<file path="src/rtl/pc_fetch_pkg.sv">
`default_nettype none
// ============================================================================
// Module      : pc_fetch_pkg
// Description : Shared types and constants for the PC / instruction-fetch
//               sequencer (state encoding, instruction width, PC step).
// Revision    : 1.0 - initial release
// ============================================================================
package pc_fetch_pkg;

  // Width of one fetched instruction word
  localparam int INSTR_W = 32;

  // Byte distance between sequential instructions
  localparam int PC_STEP = 4;

  // Fetch sequencer states
  typedef enum logic [1:0] {
    IDLE  = 2'd0,
    FETCH = 2'd1,
    HOLD  = 2'd2
  } fetch_state_t;

endpackage
`default_nettype wire

</file>
<file path="src/rtl/fetch_buf.sv">
`default_nettype none
// ============================================================================
// Module      : fetch_buf
// Description : One-entry holding register for a fetched instruction and the
//               address it came from. Clear drops the entry, load fills it.
// Revision    : 1.0 - initial release
// ============================================================================
module fetch_buf
  import pc_fetch_pkg::*;
#(
  parameter int XLEN = 32
) (
  input  logic               clk,
  input  logic               res,
  input  logic               load,
  input  logic               clear,
  input  logic [INSTR_W-1:0] instr_d,
  input  logic [XLEN-1:0]    pc_d,
  output logic               valid,
  output logic [INSTR_W-1:0] instr,
  output logic [XLEN-1:0]    pc
);

  logic               r_valid;
  logic [INSTR_W-1:0] r_instr;
  logic [XLEN-1:0]    r_pc;

  // Entry register: clear wins so a flush can never leave a stale entry valid
  always_ff @(posedge clk or posedge res) begin
    if (res) begin
      r_valid <= 1'b0;
      r_instr <= '0;
      r_pc    <= '0;
    end else if (clear) begin
      r_valid <= 1'b0;
    end else if (load) begin
      r_valid <= 1'b1;
      r_instr <= instr_d;
      r_pc    <= pc_d;
    end
  end

  assign valid = r_valid;
  assign instr = r_instr;
  assign pc    = r_pc;

endmodule
`default_nettype wire

</file>
<file path="src/rtl/pc_fetch_ctrl.sv">
`default_nettype none
// ============================================================================
// Module      : pc_fetch_ctrl
// Description : Program-counter write sequencer and single-outstanding
//               instruction fetch controller with a one-entry fetch buffer.
//               Optional build macro PC_MISALIGN_CHECK_EN turns misaligned
//               redirect targets into traps and pulses fetch_misalign.
// Revision    : 1.0 - initial release
// ============================================================================
module pc_fetch_ctrl
  import pc_fetch_pkg::*;
#(
  parameter int              XLEN      = 32,
  parameter logic [XLEN-1:0] RESET_VEC = 32'h0000_0000,
  parameter logic [XLEN-1:0] TRAP_VEC  = 32'h0000_0100
) (
  input  logic               clk,
  input  logic               res,
  input  logic [XLEN-1:0]    pc_q,
  output logic               pc_write,
  output logic [XLEN-1:0]    pc_next,
  output logic               imem_req,
  output logic [XLEN-1:0]    imem_addr,
  input  logic               imem_ack,
  input  logic [INSTR_W-1:0] imem_rdata,
  output logic               if_valid,
  output logic [INSTR_W-1:0] if_instr,
  output logic [XLEN-1:0]    if_pc,
  input  logic               if_ready,
  input  logic               redirect_valid,
  input  logic [XLEN-1:0]    redirect_pc,
  input  logic               trap_valid,
  output logic               fetch_misalign
);

  fetch_state_t    r_state, w_state_d;
  logic            r_squash, w_squash_d;
  logic [XLEN-1:0] r_req_addr, w_req_addr_d;
  logic            w_pc_write;
  logic [XLEN-1:0] w_pc_next;
  logic            w_buf_load;
  logic            w_buf_clear;
  logic            w_flush;
  logic            w_misalign;
  logic [XLEN-1:0] w_tgt;

`ifdef PC_MISALIGN_CHECK_EN
  logic r_misalign;

  // A non-trap redirect to a non-word address is promoted to a trap
  assign w_misalign = redirect_valid & ~trap_valid & (redirect_pc[1:0] != 2'b00);

  // Report the promoted redirect one cycle after it is acted on
  always_ff @(posedge clk or posedge res) begin
    if (res) r_misalign <= 1'b0;
    else     r_misalign <= w_misalign & (r_state != IDLE);
  end

  assign fetch_misalign = r_misalign;
`else
  assign w_misalign     = 1'b0;
  assign fetch_misalign = 1'b0;
`endif

  // Trap (real or promoted) beats a plain redirect
  assign w_flush = trap_valid | redirect_valid;
  assign w_tgt   = (trap_valid | w_misalign) ? TRAP_VEC : redirect_pc;

  // State, squash flag and outstanding request address
  always_ff @(posedge clk or posedge res) begin
    if (res) begin
      r_state    <= IDLE;
      r_squash   <= 1'b0;
      r_req_addr <= '0;
    end else begin
      r_state    <= w_state_d;
      r_squash   <= w_squash_d;
      r_req_addr <= w_req_addr_d;
    end
  end

  // Next-state, next-PC mux and buffer control
  always_comb begin
    w_state_d    = r_state;
    w_squash_d   = r_squash;
    w_req_addr_d = r_req_addr;
    w_pc_write   = 1'b0;
    w_pc_next    = '0;
    w_buf_load   = 1'b0;
    w_buf_clear  = 1'b0;
    case (r_state)
      IDLE: begin
        w_pc_write   = 1'b1;
        w_pc_next    = RESET_VEC;
        w_req_addr_d = RESET_VEC;
        w_state_d    = FETCH;
      end
      FETCH: begin
        if (imem_ack) begin
          if (r_squash || w_flush) begin
            // Response belongs to an abandoned path: drop it and re-issue
            w_squash_d   = 1'b0;
            w_req_addr_d = w_flush ? w_tgt : pc_q;
            if (w_flush) begin
              w_pc_write = 1'b1;
              w_pc_next  = w_tgt;
            end
          end else begin
            w_buf_load = 1'b1;
            w_pc_write = 1'b1;
            w_pc_next  = pc_q + XLEN'(PC_STEP);
            w_state_d  = HOLD;
          end
        end else if (w_flush) begin
          // Request in flight cannot be withdrawn; remember to drop its data
          w_pc_write = 1'b1;
          w_pc_next  = w_tgt;
          w_squash_d = 1'b1;
        end
      end
      HOLD: begin
        if (w_flush) begin
          w_buf_clear  = 1'b1;
          w_pc_write   = 1'b1;
          w_pc_next    = w_tgt;
          w_req_addr_d = w_tgt;
          w_state_d    = FETCH;
        end else if (if_ready) begin
          w_buf_clear  = 1'b1;
          w_req_addr_d = pc_q;
          w_state_d    = FETCH;
        end
      end
      default: begin
        w_state_d = IDLE;
      end
    endcase
  end

  // Keep the PC write port quiet for the whole time reset is held
  assign pc_write  = w_pc_write & ~res;
  assign pc_next   = res ? '0 : w_pc_next;
  assign imem_req  = (r_state == FETCH);
  assign imem_addr = r_req_addr;

  fetch_buf #(
    .XLEN (XLEN)
  ) u_fetch_buf (
    .clk     (clk),
    .res     (res),
    .load    (w_buf_load),
    .clear   (w_buf_clear),
    .instr_d (imem_rdata),
    .pc_d    (r_req_addr),
    .valid   (if_valid),
    .instr   (if_instr),
    .pc      (if_pc)
  );

endmodule
`default_nettype wire

</file>
<file path="config.mk">
export PLATFORM = sky130hd
export DESIGN_NAME = pc_fetch_ctrl
export DESIGN_NICKNAME = d
export VERILOG_FILES = /design/src/rtl/pc_fetch_pkg.sv /design/src/rtl/fetch_buf.sv /design/src/rtl/pc_fetch_ctrl.sv
export SDC_FILE = /design/constraint.sdc
export NUM_CORES = 1
export LEC_CHECK = 0
export CAP_MARGIN = 30
export CORE_MARGIN = 2
export CORE_UTILIZATION = 45
export CTS_CLUSTER_DIAMETER = 150
export CTS_CLUSTER_SIZE = 8
export DETAILED_ROUTE_END_ITERATION = 12
export DONT_BUFFER_PORTS = 1
export GPL_TIMING_DRIVEN = 0
export HOLD_SLACK_MARGIN = 0.12
export PLACE_DENSITY = 0.68
export SKIP_LAST_GASP = 1
export SYNTH_ARGS = -nofsm -noshare
export SYNTH_HDL_FRONTEND = slang
export SYNTH_SLANG_ARGS = --single-unit
</file>
<file path="constraint.sdc">
create_clock -name clk -period 4 [get_ports clk]
set_input_delay 0.4 -clock clk [delete_from_list [all_inputs] [get_ports clk]]
set_output_delay 0.4 -clock clk [all_outputs]
set_load 0.01 [all_outputs]
</file>
==> insert_results.sql <==
INSERT INTO impl_metrics (metric_group, metric, value, unit) VALUES
('synth', 'synth_top_flop_cell', 'sky130_fd_sc_hd__dfrtp_1', ''),
('worst_setup_path', 'cp_slowest_cell', 'sky130_fd_sc_hd__nor2_1', ''),
('global_route', 'global_route_total_usage_across_every_layer', '22.6', '%'),
('sta', 'grt_setup_unrepaired', 'no', ''),
('finish', 'areaGrowthSynthToFinish', '10.1', '%'),
('cts', 'clock_sinks', '100', ''),
('placed_design', 'placed_cell_area', '5920', 'µm²'),
('drt', 'drt_pass1_iterations', '4', ''),
('finish', 'antenna_cells_inserted', '0', ''),
('finish', 'finalNonFillerCells', '674', ''),
('sta', 'tightest_slew', '839', 'ps'),
('worst_hold_path', 'hold_path.startpoint', 'imem_rdata[0]', ''),
('sta', 'layout_min_cycle_time', '3250', 'ps'),
('sta', 'fin_ws', '747', 'ps'),
('synth', 'post_synth_instance_area', '5680', 'µm²'),
('finish', 'seq_area', '2500', 'µm²'),
('status', 'run_status', 'completed', ''),
('floorplan', 'fp.dieArea', '13500', 'µm²'),
('cts', 'cts_tree', 'yes', ''),
('finish', 'end_of_flow_core_utilization', '50.1', '%'),
('synth', 'count_of_state_elements_after_synthesis', '100', ''),
('drt', 'detailed_router_s_first_iteration_violation_count', '295', ''),
('sta', 'setup_viol', '0', ''),
('finish', 'final_common_cell', 'sky130_fd_sc_hd__dfrtp_1', ''),
('placed_design', 'buffer_ports.inserted', '0', ''),
('power_and_ir_drop', 'p_leak', '2.89', 'nW'),
('run', 'max_cap_viols', '0', ''),
('floorplan', 'die_width', '116', 'µm'),
('worst_setup_path', 'cp_cell_sequence', 'inv_1 > ha_1 > nor2b_1 > nand2_1 > nor2_1 > clkbuf_1 > nand2_1 > o21ai_1', ''),
('drt', 'route.final.wire_length', '15.3', 'mm'),
('finish', 'final.fill_count', '1127', ''),
('worst_setup_path', 'reg2reg_from', 'r_state[1]$_DFFE_PP0P_', ''),
('global_route', 'grt_pass1_wl', '22.9', 'mm'),
('global_route', 'grt_start_max_net_pins', '74', ''),
('placed_design', 'placedCellCount', '657', ''),
('sta', 'fmax', '0.307', 'GHz'),
('synth', 'async_reset_ff_share', '100', '%'),
('synth', 'synth_cell_types', '45', ''),
('cts', 'ctsRootBufferMaster', 'sky130_fd_sc_hd__clkbuf_16', ''),
('worst_setup_path', 'worst_r2r_endpoint', 'u_fetch_buf.pc[31]$_DFFE_PP0P_', ''),
('drt', 'drt-vias-per-instance', '5.79', ''),
('finish', 'final_layout_size_suffix_gt1_share', '27.7', '%'),
('floorplan', 'io-pin-count', '234', ''),
('global_route', 'via_count_of_the_first_global_routing_pass', '4064', ''),
('synth', 'post_synth_inst_count', '484', ''),
('worst_hold_path', 'timing.hold.worst_path_depth', '1', ''),
('power_and_ir_drop', 'power.clock.fraction', '24.1', '%'),
('cts', 'clk_latency', '350', 'ps'),
('placed_design', 'placer_congestion', '0.890', ''),
('power_and_ir_drop', 'switching_power', '1.35', 'mW'),
('drt', 'drt-wirelength-per-cell', '22.7', 'µm'),
('power_and_ir_drop', 'ir_worst_vdd', '0.000212', 'V'),
('synth', 'synth.net_count', '591', ''),
('placed_design', 'hpwlAfterDp', '11.7', 'mm'),
('power_and_ir_drop', 'pwrdens', '605', 'nW/µm²'),
('finish', 'multi_input_area', '2920', 'µm²'),
('power_and_ir_drop', 'power.total', '3.78', 'mW'),
('synth', 'synth_edf_count', '0', ''),
('worst_hold_path', 'hold_removal_path_class', 'in2reg', ''),
('global_route', 'globalRouteOverflowTotal', '0', ''),
('worst_setup_path', 'cp.required', '3600', 'ps'),
('placed_design', 'place_worst_setup_slack', '1120', 'ps'),
('synth', 'synth_seq_area_share', '44.1', '%'),
('floorplan', 'core-area', '12500', 'µm²'),
('sta', 'totalNegativeSetupSlack', '0', 'ps'),
('worst_setup_path', 'path_buf_inv', '2', ''),
('worst_setup_path', 'setup.worst_path.class', 'reg2out', ''),
('worst_setup_path', 'cp_common_cell', 'sky130_fd_sc_hd__nand2_1', ''),
('power_and_ir_drop', 'sw_frac_of_total', '35.7', '%'),
('synth', 'synthesis.yosys.warnings', '0', ''),
('sta', 'finalMaxSlewViolations', '0', '');
[layout make-up]
cell class	instances	area share (%)
Buffer	30	3.50
Clock buffer	11	4.04
Clock inverter	4	0.921
Inverter	9	0.580
Multi-Input combinational cell	345	46.7
Sequential cell	100	40.0
Tap cell	172	3.44
Timing Repair Buffer	3	0.761
[registers in the layout, summed over array words and instances (netlist names)]
signal             cells
u_fetch_buf.pc        32
r_state                2
r_squash               1
u_fetch_buf.valid      1
u_fetch_buf.instr     32
imem_addr             32
[logic make-up after synthesis]
group | share of synthesized area [%]
XOR/XNOR | 4.32
AO/OA/AOI/OAI | 11.0
multiplexers | 22.3
adder cells (fa/ha/maj) | 1.10
AND/OR/NAND/NOR | 12.7
flip-flops | 44.1
buffers and inverters | 4.45
other | 0.0661
[repair_timing]
action                                 CTS  global route
buffers inserted                         0             0
resized for setup                        0             0
endpoints found under the hold margin   28             0
hold buffers                             2             0
[worst max path at each step]
stage,slack (ps),from,cells past startpoint,endpoint
after floorplan,980,res,1,imem_addr[0]$_DFFE_PP0P_
after global placement,-110,res,1,u_fetch_buf.instr[0]$_DFFE_PP0P_
after detailed placement,1120,r_state[1]$_DFFE_PP0P_,7,pc_next[2]
after CTS,740,r_state[1]$_DFFE_PP0P_,7,pc_next[2]
after global routing,450,r_state[0]$_DFFE_PP0P_,8,pc_next[29]
final,750,r_state[1]$_DFFE_PP0P_,8,pc_next[25]
[worst reg2reg max path, cell delays in order (launching register included)]
cell	delay [ps]
sky130_fd_sc_hd__dfrtp_1	410
sky130_fd_sc_hd__inv_1	100
sky130_fd_sc_hd__ha_1	370
sky130_fd_sc_hd__nand3b_1	320
sky130_fd_sc_hd__nor2_8	250
sky130_fd_sc_hd__nand2_4	170
sky130_fd_sc_hd__buf_6	220
sky130_fd_sc_hd__mux2_4	320
[routing by layer]
metal  up-vias  part of all wire (%)  track usage, %
li1       1753                     -               -
met1      1897                    41            28.0
met2       213                    46            35.9
met3        38                   8.9            7.06
met4         0                   3.5            11.0
met5         -                     0               0
[Yosys cell counts, types with 2 or more instances]
library cell               instances  share of area, %
sky130_fd_sc_hd__dfrtp_1         100                44
sky130_fd_sc_hd__nand2_1          70               4.6
sky130_fd_sc_hd__mux2_4           60                16
sky130_fd_sc_hd__mux2i_1          32               5.6
sky130_fd_sc_hd__o31ai_2          25               5.5
sky130_fd_sc_hd__xnor2_1          25               3.9
sky130_fd_sc_hd__o21ai_1          22               1.9
sky130_fd_sc_hd__nor2_1           14              0.93
sky130_fd_sc_hd__buf_6            12               2.4
sky130_fd_sc_hd__nand3_1          10              0.88
sky130_fd_sc_hd__clkbuf_1          9              0.60
sky130_fd_sc_hd__inv_1             9              0.60
sky130_fd_sc_hd__buf_2             7              0.62
sky130_fd_sc_hd__nand4_1           7              0.77
sky130_fd_sc_hd__o21ai_0           7              0.62
sky130_fd_sc_hd__a21oi_1           6              0.53
sky130_fd_sc_hd__o31ai_1           6              0.79
sky130_fd_sc_hd__and4_1            5              0.77
sky130_fd_sc_hd__ha_1              5               1.1
sky130_fd_sc_hd__nor4_1            5              0.55
sky130_fd_sc_hd__nor4_2            5               1.1
sky130_fd_sc_hd__and2_1            4              0.44
sky130_fd_sc_hd__and3_1            4              0.44
sky130_fd_sc_hd__mux2_2            4              0.79
sky130_fd_sc_hd__nor3_1            4              0.35
sky130_fd_sc_hd__a22o_1            3              0.46
sky130_fd_sc_hd__a22oi_1           3              0.40
sky130_fd_sc_hd__xor2_1            3              0.46
sky130_fd_sc_hd__buf_4             2              0.26
[power by group through the flow]
stage                     logic (mW)  registers, mW  clock network [mW]
after floorplan                0.873           1.74                   0
after global placement          1.03           1.83                   0
after detailed placement        1.05           1.85                   0
after CTS                       1.06           1.83               0.934
after global routing            1.14           1.88               0.977
final                           1.04           1.83               0.912
(Power assumes the default switching activity.)
